## config.mk

```make
export PLATFORM = sky130hd
export DESIGN_NAME = bsg_downstream_gearbox
export DESIGN_NICKNAME = d
export VERILOG_FILES = /design/src/rtl/bsg_downstream_pkg.sv /design/src/rtl/bsg_downstream_buffer.sv /design/src/rtl/bsg_downstream_gearbox.sv
export SDC_FILE = /design/constraint.sdc
export NUM_CORES = 1
export LEC_CHECK = 0
export BUFFER_PORTS_ARGS = -buffer_cell sky130_fd_sc_hd__buf_2
export CAP_MARGIN = 20
export CORE_MARGIN = 3
export CORE_UTILIZATION = 40
export CTS_CLUSTER_SIZE = 8
export DETAILED_ROUTE_END_ITERATION = 12
export PLACE_DENSITY = 0.56
export REMOVE_ABC_BUFFERS = 1
export SLEW_MARGIN = 20
export SYNTH_ARGS = -nofsm -noshare
export SYNTH_HDL_FRONTEND = slang
export SYNTH_SLANG_ARGS = --single-unit
```

## constraint.sdc

```tcl
create_clock -name clk -period 2.95 [get_ports clk]
set_clock_uncertainty 0.05 [all_clocks]
set_input_delay 0.59 -clock clk [delete_from_list [all_inputs] [get_ports clk]]
set_output_delay 0.59 -clock clk [all_outputs]
set_load 0.02 [all_outputs]
```

## src/rtl/bsg_downstream_pkg.sv

```systemverilog
// Shared types and default sizing for the downstream gearbox (state encoding, width helpers).
package bsg_downstream_pkg;

  typedef enum logic {
    COLLECT = 1'b0,
    HOLD    = 1'b1
  } state_e;

  localparam int DEF_IO_W        = 8;
  localparam int DEF_BEATS       = 4;
  localparam int DEF_DEPTH       = 32;
  localparam int DEF_TOKEN_BATCH = 4;

  // Pointer width carries one extra wrap bit so full and empty are distinguishable.
  function automatic int ptr_w(input int depth);
    return $clog2(depth) + 1;
  endfunction

  function automatic int cnt_w(input int beats);
    return (beats > 1) ? $clog2(beats) : 1;
  endfunction

  function automatic int tok_w(input int batch);
    return $clog2(batch + 1);
  endfunction

endpackage

```

## src/rtl/bsg_downstream_buffer.sv

```systemverilog
// Circular beat buffer with wrap-bit pointers, occupancy count and sticky overflow flag.
module bsg_downstream_buffer
  import bsg_downstream_pkg::*;
#(
  parameter int IO_W  = DEF_IO_W,
  parameter int DEPTH = DEF_DEPTH
) (
  input  logic                   clk,
  input  logic                   rst_n,
  input  logic                   push_valid,
  input  logic [IO_W-1:0]        push_data,
  input  logic                   pop,
  output logic [IO_W-1:0]        pop_data,
  output logic                   empty,
  output logic [$clog2(DEPTH):0] occupancy,
  output logic                   overflow
);

  localparam int PTR_W = ptr_w(DEPTH);
  localparam int AW    = $clog2(DEPTH);

  logic [IO_W-1:0]  mem_q [DEPTH];
  logic [PTR_W-1:0] wptr_q, wptr_d;
  logic [PTR_W-1:0] rptr_q, rptr_d;
  logic             overflow_q, overflow_d;
  logic             full;
  logic             push;

  assign occupancy = wptr_q - rptr_q;
  assign empty     = (wptr_q == rptr_q);
  assign full      = (occupancy == PTR_W'(DEPTH));
  assign pop_data  = mem_q[rptr_q[AW-1:0]];
  assign overflow  = overflow_q;

  // Full is taken from registered state, so a same-cycle pop never makes room for a write.
  always_comb begin
    push       = push_valid && !full;
    wptr_d     = wptr_q + PTR_W'(push);
    rptr_d     = rptr_q + PTR_W'(pop);
    overflow_d = overflow_q | (push_valid & full);
  end

  always_ff @(posedge clk or negedge rst_n) begin
    if (!rst_n) begin
      wptr_q     <= '0;
      rptr_q     <= '0;
      overflow_q <= 1'b0;
    end else begin
      wptr_q     <= wptr_d;
      rptr_q     <= rptr_d;
      overflow_q <= overflow_d;
    end
  end

  always_ff @(posedge clk) begin
    if (push) mem_q[wptr_q[AW-1:0]] <= push_data;
  end

endmodule

```

## src/rtl/bsg_downstream_gearbox.sv

```systemverilog
// Downstream gearbox: buffers IO beats, packs BEATS of them per core word, returns credit tokens.
// Build option BSG_DOWNSTREAM_MSB_FIRST_EN places the first beat of a word in the top slot.
module bsg_downstream_gearbox
  import bsg_downstream_pkg::*;
#(
  parameter int IO_W        = DEF_IO_W,
  parameter int BEATS       = DEF_BEATS,
  parameter int DEPTH       = DEF_DEPTH,
  parameter int TOKEN_BATCH = DEF_TOKEN_BATCH
) (
  input  logic                    clk,
  input  logic                    rst_n,
  input  logic                    io_valid_in,
  input  logic [IO_W-1:0]         io_data_in,
  output logic                    io_token_out,
  output logic                    core_valid_out,
  output logic [IO_W*BEATS-1:0]   core_data_out,
  input  logic                    core_ready,
  output logic [$clog2(DEPTH):0]  occupancy,
  output logic                    overflow
);

  localparam int CORE_W = IO_W * BEATS;
  localparam int CNT_W  = cnt_w(BEATS);
  localparam int TOK_W  = tok_w(TOKEN_BATCH);

  state_e            state_q, state_d;
  logic [CNT_W-1:0]  beat_cnt_q, beat_cnt_d;
  logic [TOK_W-1:0]  tok_cnt_q, tok_cnt_d;
  logic              token_q, token_d;
  logic              valid_q, valid_d;
  logic [CORE_W-1:0] word_q, word_d;
  logic [CNT_W-1:0]  slot;
  logic              accept;
  logic              pop;
  logic              empty;
  logic [IO_W-1:0]   pop_data;

  bsg_downstream_buffer #(
    .IO_W  (IO_W),
    .DEPTH (DEPTH)
  ) u_buf (
    .clk        (clk),
    .rst_n      (rst_n),
    .push_valid (io_valid_in),
    .push_data  (io_data_in),
    .pop        (pop),
    .pop_data   (pop_data),
    .empty      (empty),
    .occupancy  (occupancy),
    .overflow   (overflow)
  );

`ifdef BSG_DOWNSTREAM_MSB_FIRST_EN
  assign slot = CNT_W'(BEATS - 1) - beat_cnt_q;
`else
  assign slot = beat_cnt_q;
`endif

  // A word handoff and the first pop of the next word share one cycle, so there is no bubble.
  always_comb begin
    state_d    = state_q;
    beat_cnt_d = beat_cnt_q;
    tok_cnt_d  = tok_cnt_q;
    token_d    = 1'b0;
    valid_d    = valid_q;
    word_d     = word_q;
    accept     = (state_q == HOLD) && core_ready;
    pop        = !empty && ((state_q == COLLECT) || accept);

    if (accept) begin
      valid_d = 1'b0;
      state_d = COLLECT;
    end

    if (pop) begin
      word_d[int'(slot)*IO_W +: IO_W] = pop_data;
      if (beat_cnt_q == CNT_W'(BEATS - 1)) begin
        beat_cnt_d = '0;
        valid_d    = 1'b1;
        state_d    = HOLD;
      end else begin
        beat_cnt_d = beat_cnt_q + CNT_W'(1);
      end

      if (tok_cnt_q == TOK_W'(TOKEN_BATCH - 1)) begin
        tok_cnt_d = '0;
        token_d   = 1'b1;
      end else begin
        tok_cnt_d = tok_cnt_q + TOK_W'(1);
      end
    end
  end

  always_ff @(posedge clk or negedge rst_n) begin
    if (!rst_n) begin
      state_q    <= COLLECT;
      beat_cnt_q <= '0;
      tok_cnt_q  <= '0;
      token_q    <= 1'b0;
      valid_q    <= 1'b0;
      word_q     <= '0;
    end else begin
      state_q    <= state_d;
      beat_cnt_q <= beat_cnt_d;
      tok_cnt_q  <= tok_cnt_d;
      token_q    <= token_d;
      valid_q    <= valid_d;
      word_q     <= word_d;
    end
  end

  assign io_token_out   = token_q;
  assign core_valid_out = valid_q;
  assign core_data_out  = word_q;

endmodule

```

After elaboration in Yosys (flattened, before gate mapping)
Memory sizes are Yosys's and may differ from the RTL's.
Index checks and enable logic that the tools add are counted.
Widths: inputs -> output; s select.
{ "classes": {"n_reduce_logical": 6, "n_bitwise": 3, "add_sub_neg": 6, "muxes": 13, "shift": 2, "n_eq_ne": 4} }
{ "ops": {"columns": ["op", "n"], "rows": [
  ["$neg 5->33", 1],
  ["$shift 8x33->32 const A", 1],
  ["$shiftx 8x33->32", 1],
  ["$bwmux 32", 1],
  ["$add 6x1->6", 2],
  ["$mux 1", 10],
  ["$eq 6x6->1", 1],
  ["$eq 6x6->1 const B", 1],
  ["$sub 6x6->6", 1],
  ["$add 3x1->3 const B", 1],
  ["$eq 3x2->1 const B", 1],
  ["$logic_and 1x1->1", 3],
  ["$mux 3", 1],
  ["$add 2x1->2 const B", 1],
  ["$eq 2x2->1 const B", 1],
  ["$logic_not 1->1", 2],
  ["$mux 2", 1],
  ["$and 1x1->1", 1],
  ["$logic_or 1x1->1", 1],
  ["$not 1->1", 1],
  ["$or 1x1->1", 1]
]} }
{ "word_totals": {"memories": 1, "ramBits": 256, "regBits": 53} }
{ "memory_table": {"columns": ["name", "words", "width", "rd", "rd_ports_with_merged_regs", "wr", "line_no", "text"], "rows": [
  ["u_buf.mem_q", 32, 8, 1, 0, 1, "bsg_downstream_buffer.sv:22", "logic [IO_W-1:0] mem_q [DEPTH];"]
]} }

Depth between registers and ports, before layout
{ "depth": {"depth_word": 6, "mapped_depth": 16} }

By module
A second synthesis with hierarchy kept.
{ "hier_totals": {"cells_unflattened": 738, "area_unflattened_um2": 12758.5} }
{ "by_module_without_submodules": {"columns": ["mod", "cells_each", "n_inst", "seq_area_each_um2", "area_per_inst_um2"], "rows": [
  ["bsg_downstream_buffer", 600, 1, 8012.7, 11023.1],
  ["bsg_downstream_gearbox", 138, 1, 1001.0, 1735.4]
]} }

Worst setup path before layout
No wires, ideal clock.
{ "synth_timing": {"kind": "reg2reg", "start": "reg u_buf.rptr_q[2]", "end": "mem u_buf.mem_q[10][0] in the netlist's numbering, enable pin", "synth_period_minus_slack_ps": 3343, "setup_ps": 370, "arrival_ps": 2923, "n_path_buf": 5, "path_stages_with_launch": 14, "slack_ps": -393, "path_cell_list": "dfrtp_1 -> buf_4 -> buf_4 -> buf_2 -> inv_1 -> ha_1 -> nand2b_1 -> a21oi_1 -> xor2_1 -> nor4_1 -> o311a_1 -> clkbuf_1 -> buf_2 -> nor2_1"} }
{ "synth_between": {"elab_chain_cells": 6} }
{ "synth_lines": {"columns": ["item", "line_no", "text"], "rows": [
  ["start: declaration", "bsg_downstream_buffer.sv:24", "logic [PTR_W-1:0] rptr_q, rptr_d;"],
  ["start signal: assignment", "bsg_downstream_buffer.sv:50", "rptr_q <= rptr_d;"],
  ["$sub 6x6->6", "bsg_downstream_buffer.sv:29", "assign occupancy = wptr_q - rptr_q;"],
  ["via occupancy[4]", "bsg_downstream_gearbox.sv:19", "output logic [$clog2(DEPTH):0] occupancy,"],
  ["$eq 6x6->1", "bsg_downstream_buffer.sv:31", "assign full = (occupancy == PTR_W'(DEPTH));"],
  ["$logic_not 1->1", "bsg_downstream_buffer.sv:37", "push = push_valid && !full;"],
  ["$logic_and 1x1->1", "bsg_downstream_buffer.sv:37", null],
  ["$mux 1", "bsg_downstream_buffer.sv:56", "if (push) mem_q[wptr_q[AW-1:0]] <= push_data;"],
  ["$mux 1 (implied by the code)", "bsg_downstream_buffer.sv:56", null],
  ["end: declaration", "bsg_downstream_buffer.sv:22", null]
]} }
The timed path passes the listed nets, and every way through them passes these cells.

Worst setup path in the final report
{ "layout_timing": {"start": "reg u_buf.rptr_q[0]", "end": "mem u_buf.mem_q[11][7] in the netlist's numbering, enable pin"} }
{ "layout_between": {"elab_chain_cells": 6} }
{ "layout_lines": {"columns": ["item", "line_no"], "rows": [
  ["$sub 6x6->6", "bsg_downstream_buffer.sv:29"],
  ["$eq 6x6->1", "bsg_downstream_buffer.sv:31"],
  ["$logic_not 1->1", "bsg_downstream_buffer.sv:37"],
  ["$logic_and 1x1->1", "bsg_downstream_buffer.sv:37"],
  ["$mux 1", "bsg_downstream_buffer.sv:56"],
  ["$mux 1 (implied by the code)", "bsg_downstream_buffer.sv:56"]
]} }
Every way passes these cells.

==> flow_summary.yaml <==
pwr:
  power.share.clock: 0.282
  power_switching_mw: 5.58
  p_seq_frac: 0.346
  vdd_drop_max_v: 0.000560
  p_comb_frac: 0.372
  cellPowerDensity_mw_per_mm2: 1080
  leakagePower_nw: 5.55
  swShare: 0.350
  p_int_mw: 10.4
logic_synthesis:
  synth_top_family_by_area: "multiplexers"
  syn_avg_cell_area_sq_um: 15.6
  syn_inst: 805
  synth_edf_count: 256
  synthMuxAreaShare: 0.105
  synth_compound_area_frac: 0.0581
  synth_flop_cell: "edfxtp_1"
  synth-seq-cells: 309
  yosysWarningCount: 0
  synthSimpleGateAreaFrac: 0.0742
  synthAdderAreaFrac: 0.0175
  synthXorXnorAreaFrac: 0.00835
  netlist_area_sq_mm: 0.0126
  async_reset_ff_frac: 0.172
  ys_types: 50
  synth-seq-area-share: 0.716
finish:
  final-seq-area_sq_mm: 0.00902
  fin_cells: 1315
  nets: 930
  utilization: 0.479
  multi_input_area_sq_mm: 0.00339
  final_cell_area_sq_mm: 0.0148
  antenna_cells: 0
  area_growth_pct: 17.3
  drive_above_1_share: 0.214
  nFillCells: 2648
min_path:
  hp-class: "input port to flip-flop"
  whs_path_depth: 2
  hold_end: "u_buf.overflow$_DFF_PN0_"
  min-delay-start: "io_valid_in"
sta:
  fmax_mhz: 342
  hold_violations: 0
  finalMaxSlewViolations: 0
  finalSetupViolCount: 0
  relSlewSlack: 0.434
  finalWorstSetupSlack_ns: 0.0265
  hold_ws_ns: 0.296
  rsz0062_at_grt: "true"
  tightest_slew_ns: 0.849
  post-route-min-period_ns: 2.92
  fin_crit_sh: 0.991
worst_setup_path:
  cp.arrival_ns: 3.03
  critPathMaxFanout: 25
  cp.required_ns: 3.05
  worstSetupEndpointType: "flip-flop"
  reg2regPathDepth: 9
  regToRegSetupSlack_ns: 0.03
  worst-setup-path-type: "flip-flop to flip-flop"
  startpoint_type: "flip-flop"
  worstReg2RegStart: "u_buf.rptr_q[0]$_DFF_PN0_"
  reg2reg_to: "u_buf.mem_q[11][7]$_DFFE_PP_"
floorplan:
  dieArea_sq_mm: 0.0336
  coreArea_sq_mm: 0.0308
  initial_core_util: 0.408
  die_y_um: 183
  ios: 53
  core.rowCount: 64
  dieWidth_um: 183
placed_design:
  place_inst: 1248
  io_buffer_count: 52
  place_hpwl_um: 19500
  dpl_cell_area_sq_mm: 0.0134
  place.gp.congestion: 0.796
  pre_cts_ws_ns: -0.107
outcome:
  status: "finished clean"
drt:
  route.detailed.drc: 0
  drt-total-wl_um: 30400
  drtPass1Iterations: 5
  via_per_inst: 5.38
  post_drt_wl_per_cell_um: 23.1
  drtAntennaViolNets: 0
  drt-initial-drc-count: 497
  vias: 7070
clocking:
  max-clock-path-buffers: 3
  cts.sinks: 309
  clk_pin_slew_ns: 0.05
  tritoncts: "yes"
  h-tree-depth: 2
  cts_root_buffer: "clkbuf_16"
  cts_buffers: 44
  clock_latency_ns: 0.53
global_route:
  met1_usage: 0.249
  grt_pass1_vias: 7275
  grt_max_degree: 63
  gr-usage-met3: 0.0450
  track_usage: 0.181
  grt_busiest_layer: "met2"
  antenna_found_initial: 0
  grt_first_pass_wirelength_um: 45400
  grt_util_met2: 0.288
  grt-ovfl-total: 0
flow_run:
  maxCapViolCount: 0
-- placed cells by master (no fill, tap or decap), types with 10 or more instances in the layout --
cell and instances:
buf_2 50, buf_4 36, clkbuf_1 17, clkbuf_16 46, dfrtp_1 51, edfxtp_1 256
ha_1 13, inv_1 10, mux2i_1 96, mux4_2 16, nand2_1 78, nor2_1 40
nor2_2 13, nor3_1 17, o21ai_1 25, o22ai_1 40
-- power by group through the flow --
stage               clock network, mW  registers, mW  logic, mW
CTS                              4.59           5.53       5.83
finish                           4.50           5.53       5.95
global route                     4.78           5.58       6.40
global placement                    0           5.60       5.72
detailed placement                  0           5.60       5.75
floorplan                           0           6.17       3.07
-- final cells by class --
| class | count | area share |
|---|---|---|
| sequential | 309 | 0.611 |
| multi-input combinational | 445 | 0.230 |
| clock buffer | 63 | 0.0823 |
| timing repair buffer | 90 | 0.0394 |
| tap | 396 | 0.0336 |
| inverter | 11 | 0.00288 |
| clock inverter | 1 | 0.00110 |
-- synth_stat cells (8+ instances only) --
library cell,instances,share of area
buf_2,19,0.0076
nor2_1,53,0.016
a22oi_1,8,0.0048
dfrtp_1,53,0.11
o21ai_2,8,0.0056
nand2_1,78,0.023
nor3_1,17,0.0068
o21ai_0,10,0.0040
ha_1,16,0.016
edfxtp_1,256,0.61
mux2i_1,96,0.076
o21ai_1,24,0.0095
inv_1,10,0.0030
o22ai_1,40,0.020
nand3_1,9,0.0036
mux4_2,16,0.029
clkbuf_1,9,0.0027
-- worst max-delay path by stage --
stage / startpoint / endpoint / slack, ns / depth (start not counted)
floorplan: u_buf.rptr_q[2]$_DFF_PN0_ / u_buf.wptr_q[2]$_DFF_PN0_ / -1.99 / 11
global placement: u_buf.rptr_q[0]$_DFF_PN0_ / u_buf.mem_q[2][3]$_DFFE_PP_ / -0.04 / 9
detailed placement: u_buf.rptr_q[0]$_DFF_PN0_ / u_buf.mem_q[2][2]$_DFFE_PP_ / -0.11 / 9
CTS: u_buf.rptr_q[0]$_DFF_PN0_ / u_buf.mem_q[15][2]$_DFFE_PP_ / 0.0007 / 9
global route: u_buf.rptr_q[0]$_DFF_PN0_ / u_buf.mem_q[11][7]$_DFFE_PP_ / -0.13 / 9
finish: u_buf.rptr_q[0]$_DFF_PN0_ / u_buf.mem_q[11][7]$_DFFE_PP_ / 0.03 / 9
-- critical path, cell delays in order (launching register included) --
cell and delay (ns):
dfrtp_4 0.48, ha_4 0.17, fa_2 0.36, nand2b_4 0.15, a21oi_2 0.14, xor2_1 0.20, nor4_1 0.07, o311a_1 0.18
buf_12 0.21, nor2_1 0.54
-- state kept, by name, summed over array words and instances (netlist names) --
register,count
u_buf.mem_q,256
u_buf.overflow,1
beat_cnt_q,2
core_data_out,32
core_valid_out,1
u_buf.rptr_q,6
tok_cnt_q,3
u_buf.wptr_q,6
io_token_out,1
state_q,1
-- routing by layer --
metal / routed length (um) / up-vias
met5: 0 / -
met4: 728 / 0
met3: 2220 / 51
met2: 14100 / 260
met1: 13400 / 3507
li1: - / 3252
-- logic make-up after synthesis --
family | count (synthesis)
fa+ha+maj | 17
simple gates | 195
buf+inv | 51
flops | 309
mux | 112
xor+xnor | 12
compound gates | 109
-- per-stage QoR --
stage / power (mW) / TNS [ns]
floorplan: 9.24 / -509.56
detailed placement: 11.4 / -12.63
global route: 16.8 / -14.79
CTS: 15.9 / 0
finish: 16.0 / 0
global placement: 11.3 / -2.45
-- timing repair --
| item | CTS | global route |
|---|---|---|
| endpoints found under the hold margin | 8 | 0 |
| cloned | 0 | 0 |
| buffers inserted | 0 | 2 |
| setup endpoints to repair | 258 | 218 |
| gates resized for setup | 13 | 14 |
| pin swaps | 1 | 3 |
| hold buffers | 1 | 0 |
Power figures use the tool's default switching activity.
